File: src/rtl/unified_mem_responder.sv
// Single-port 16-bit word memory responder with fixed request-to-response latency.
// Optional macro UMEM_ALIGN_CHECK_EN rejects odd byte addresses with rsp_err.
module unified_mem_responder #(
    parameter int DEPTH_LOG2 = 8,
    parameter int LATENCY    = 2
) (
    input  logic        clk,
    input  logic        rest,
    input  logic        req_valid,
    output logic        req_ready,
    input  logic        req_write,
    input  logic [15:0] req_addr,
    input  logic [15:0] req_wdata,
    output logic        rsp_valid,
    input  logic        rsp_ready,
    output logic [15:0] rsp_rdata,
    output logic        rsp_err,
    output logic        busy
);

    localparam int         DEPTH    = 1 << DEPTH_LOG2;
    localparam logic [3:0] CNT_LOAD = 4'(LATENCY - 1);

    typedef enum logic [1:0] {IDLE, WAIT, RESP} state_t;

    state_t                state_q, state_d;
    logic [3:0]            cnt_q, cnt_d;
    logic                  write_q, write_d;
    logic [DEPTH_LOG2-1:0] idx_q, idx_d;
    logic [15:0]           wdata_q, wdata_d;
    logic                  odd_q, odd_d;
    logic [15:0]           rdata_q, rdata_d;
    logic                  err_q, err_d;

    logic [15:0]           mem [DEPTH];

    logic [DEPTH_LOG2-1:0] req_idx;
    logic                  req_odd;
    logic                  access;
    logic                  acc_write;
    logic                  acc_odd;
    logic [DEPTH_LOG2-1:0] acc_idx;
    logic [15:0]           acc_wdata;
    logic                  mem_we;
    logic                  unused_addr;

    assign req_idx     = req_addr[DEPTH_LOG2:1];
    assign unused_addr = ^req_addr;

`ifdef UMEM_ALIGN_CHECK_EN
    assign req_odd = req_addr[0];
`else
    assign req_odd = 1'b0;
`endif

    // The array is touched only on the edge that enters RESP; with LATENCY==1 that
    // is the accepting edge itself, so the live request fields are used directly.
    always_comb begin
        state_d   = state_q;
        cnt_d     = cnt_q;
        write_d   = write_q;
        idx_d     = idx_q;
        wdata_d   = wdata_q;
        odd_d     = odd_q;
        rdata_d   = rdata_q;
        err_d     = err_q;
        access    = 1'b0;
        acc_write = write_q;
        acc_odd   = odd_q;
        acc_idx   = idx_q;
        acc_wdata = wdata_q;

        case (state_q)
            IDLE: begin
                if (req_valid) begin
                    write_d = req_write;
                    idx_d   = req_idx;
                    wdata_d = req_wdata;
                    odd_d   = req_odd;
                    cnt_d   = CNT_LOAD;
                    if (LATENCY > 1) begin
                        state_d = WAIT;
                    end else begin
                        state_d   = RESP;
                        access    = 1'b1;
                        acc_write = req_write;
                        acc_odd   = req_odd;
                        acc_idx   = req_idx;
                        acc_wdata = req_wdata;
                    end
                end
            end
            WAIT: begin
                cnt_d = cnt_q - 4'd1;
                if (cnt_q == 4'd1) begin
                    state_d = RESP;
                    access  = 1'b1;
                end
            end
            RESP: begin
                if (rsp_ready) begin
                    state_d = IDLE;
                    rdata_d = 16'h0000;
                    err_d   = 1'b0;
                end
            end
            default: state_d = IDLE;
        endcase

        if (access) begin
            err_d   = acc_odd;
            rdata_d = (acc_write || acc_odd) ? 16'h0000 : mem[acc_idx];
        end
    end

    // Reset aborts any pending write even if it coincides with the access edge.
    assign mem_we = access && acc_write && !acc_odd && !rest;

    always_ff @(posedge clk) begin
        if (mem_we) begin
            mem[acc_idx] <= acc_wdata;
        end
    end

    always_ff @(posedge clk or posedge rest) begin
        if (rest) begin
            state_q <= IDLE;
            cnt_q   <= 4'd0;
            write_q <= 1'b0;
            idx_q   <= '0;
            wdata_q <= 16'h0000;
            odd_q   <= 1'b0;
            rdata_q <= 16'h0000;
            err_q   <= 1'b0;
        end else begin
            state_q <= state_d;
            cnt_q   <= cnt_d;
            write_q <= write_d;
            idx_q   <= idx_d;
            wdata_q <= wdata_d;
            odd_q   <= odd_d;
            rdata_q <= rdata_d;
            err_q   <= err_d;
        end
    end

    assign req_ready = (state_q == IDLE) && !rest;
    assign rsp_valid = (state_q == RESP);
    assign rsp_rdata = rdata_q;
    assign rsp_err   = err_q;
    assign busy      = (state_q != IDLE);

endmodule

File: config.mk
export PLATFORM = sky130hd
export DESIGN_NAME = unified_mem_responder
export DESIGN_NICKNAME = d
export VERILOG_FILES = /design/src/rtl/unified_mem_responder.sv
export SDC_FILE = /design/constraint.sdc
export NUM_CORES = 2
export LEC_CHECK = 0
export CORE_MARGIN = 1
export CORE_UTILIZATION = 55
export DETAILED_ROUTE_END_ITERATION = 10
export PLACE_DENSITY = 0.71
export SLEW_MARGIN = 20
export SYNTH_ARGS = -nofsm -noshare
export SYNTH_HDL_FRONTEND = slang
export SYNTH_SLANG_ARGS = --single-unit
File: constraint.sdc
create_clock -name clk -period 11 [get_ports clk]
set_input_delay 2.2 -clock clk [delete_from_list [all_inputs] [get_ports clk]]
set_output_delay 2.2 -clock clk [all_outputs]
set_load 0.05 [all_outputs]
==> results.sh <==
export IMPL_path_clk_slew_ps=60
export IMPL_slew_viol_final=0
export IMPL_leakage_nw=56.22
export IMPL_layout_commonest_cell="edfxtp_1"
export IMPL_cts_repair_resized=0
export IMPL_postSynth_asyncResetShare_pct=1.134
export IMPL_yosysSeqAreaShare_pct=77.99
export IMPL_syn_inst=7514
export IMPL_post_cts_buffers=0
export IMPL_fin_crit_ps=6431
export IMPL_post_drt_wl_per_cell_um=33.36
export IMPL_insertion_delay_ps=1000
export IMPL_grt_pass1_vias=78792
export IMPL_cts_buffer_depth=4
export IMPL_clockRootBuffer="clkbuf_16"
export IMPL_syn2layout_area_growth_pct=12.20
export IMPL_cp_arrival_ps=7060
export IMPL_coreArea_sq_um=287900
export IMPL_setup_tns_ps=0
export IMPL_synthXorXnorAreaFrac_pct=0
export IMPL_htree_levels=5
export IMPL_grt_pass1_wl_mm=570.4
export IMPL_dr_pass1_iters=8
export IMPL_synth_compound_area_share_pct=3.920
export IMPL_yosys_area_share_simple_pct=2.166
export IMPL_die_width_um=540.1
export IMPL_die_h_um=540.1
export IMPL_dominantRegCellSynth="edfxtp_1"
export IMPL_slew_headroom_pct=13.44
export IMPL_drt_wl_total_mm=400.6
export IMPL_hold_buffers=0
export IMPL_synth_cell_types=60
export IMPL_crit_required_ps=11620
export IMPL_vdd_ir_drop_max_mv=0.2246
export IMPL_p_per_area_nw_per_um2=267.7
export IMPL_antenna_found_initial=24
export IMPL_total_power_mw=47.83
export IMPL_cp_end_kind="register"
export IMPL_synth_edf_count=4096
export IMPL_drive_gt1_share_pct=22.78
export IMPL_hold_viol_final=0
export IMPL_finClkSkew_ps=106.3
export IMPL_grt_max_degree=193
export IMPL_hold_slack_ps=575.8
export IMPL_vias_per_cell=6.604
export IMPL_synth_top_cell_area_share_pct=77.25
export IMPL_rsz0062_at_grt="false"
export IMPL_numPortBuffers=47
export IMPL_syn_cell_area_sq_um=159200
export IMPL_vias=79302
export IMPL_synth_area_mux_share_pct=14.44
export IMPL_drtIter0Drc=11453
export IMPL_nNetsFinal=7924
export IMPL_setup_viol=0
export IMPL_hpwl_mm=234.0
export IMPL_numClockSinks=4143
export IMPL_cts_tree="built"
export IMPL_dp_worst_setup_slack_ps=3838
export IMPL_ant_nets=0
export IMPL_yosys_top_cells_area="edfxtp_1 (77%), mux4_2 (12%), mux2i_1 (2.5%)"
export IMPL_yosys_warnings=0
export IMPL_route_met2_wl_mm=190.7
export IMPL_start_kind="input pin"
export IMPL_stdcell_count=12009
export IMPL_post_place_cells=11258
export IMPL_critPathMaxFanout=48
export IMPL_ios=57
export IMPL_hp_class="reg2reg"
export IMPL_final_cell_mix="edfxtp_1 (4096), mux4_2 (834), clkbuf_16 (406), mux2i_1 (394), buf_4 (363)"
export IMPL_syn_nets=7553
export IMPL_start_util_pct=55.31
export IMPL_dieArea_sq_um=291700
export IMPL_synth_top_family_by_area="multiplexers"
export IMPL_setup_slack_ps=4569
export IMPL_postSynthAreaPerCell_sq_um=21.19
export IMPL_cts_buffers=405
export IMPL_route_detailed_drc=0
export IMPL_ys_ff_latch=4143
export IMPL_run_status="completed"
export IMPL_finalCritPeriodShare_pct=58.47
export IMPL_dr_max_layer_used="met5"
export IMPL_gp_congestion=0.8860
export IMPL_critPathKind="in2reg"
export IMPL_overflow=0
export IMPL_synthAdderAreaFrac_pct=0.01572
export IMPL_wl_met1_mm=147.6
export IMPL_maxCapViolations=0
export IMPL_yosysTopAreaCell="edfxtp_1"
export IMPL_tightest_slew_ps=1288
export IMPL_wl_met3_mm=42.46
export IMPL_fmax_ghz=0.1555
export IMPL_grt_usage_pct=27.36
export IMPL_rows=197
## critical path: stages
cell,delay [ps]
clkdlybuf4s50_1,430
inv_2,50
buf_4,650
nand3_1,450
nor3b_1,1050
nand3_1,910
nor2_1,920
buf_4,320
## report_power, final
part           total (mW)  internal, mW  switching [mW]
Combinational        13.3          4.28            9.07
Sequential           20.7          19.9           0.873
Clock                13.7          7.83            5.91
## per-layer routing
layer | vias to the layer above | GRT usage (%)
li1 | 32313 | -
met1 | 41582 | 37.89
met2 | 4583 | 42.73
met4 | 10 | 12.00
met5 | - | 0
met3 | 814 | 5.446
## cells by family (layout without fill, tap and decap cells)
logic type | count (synthesis) | after routing
AO/OA/AOI/OAI | 874 | 874
adder cells (fa/ha/maj) | 2 | 2
buffers and inverters | 473 | 1173
flip-flops | 4143 | 4143
multiplexers | 1252 | 1252
other | 1 | 15
AND/OR/NAND/NOR | 769 | 769
## cell usage after synthesis (56+ instances only)
cell,count
a211oi_1,92
a21oi_1,200
a22oi_1,190
buf_2,165
clkbuf_1,196
edfxtp_1,4096
mux2i_1,394
mux4_2,834
nand2_1,204
nand3_1,65
nor2_1,300
nor2b_1,59
o211ai_1,56
## final cells by class
cell class              instances  area, sq um
fillers                     19092       109200
diodes                         14        35.03
inverters                       9        33.78
clock inverters               245         2663
well taps                    3781         4731
flip-flops and latches       4143       124300
clock buffers                 491        10490
repair buffers                428         3546
multi-input cells            2898        32900
## metrics by stage
step,util [%],cell area (sq um)
finish,62.05,178600
CTS,62.02,178600
detailed placement,57.46,165400
floorplan,-,159200
global route,62.04,178600
global placement,57.45,165400
## final timing paths
check / from / endpoint / slack [ps] / cells past startpoint
max: rest / mem[237][3] / 4570 / 8
min: cnt_q[3] / cnt_q[3] / 580 / 1
max reg2reg: idx_q[1] / rsp_rdata[13] / 5470 / 9
min reg2reg: cnt_q[3] / cnt_q[3] / 580 / 1
max in group asynchronous: rest / idx_q[0] / 8410 / 3
min in group asynchronous: rest / cnt_q[2] / 1820 / 3
## sequential cells by signal, summed over array words and instances, names as in the netlist
register,cells
rsp_rdata,16
idx_q,8
write_q,1
cnt_q,4
mem,4096
state_q,2
wdata_q,16
No activity file was read; power rests on OpenSTA's default activity.
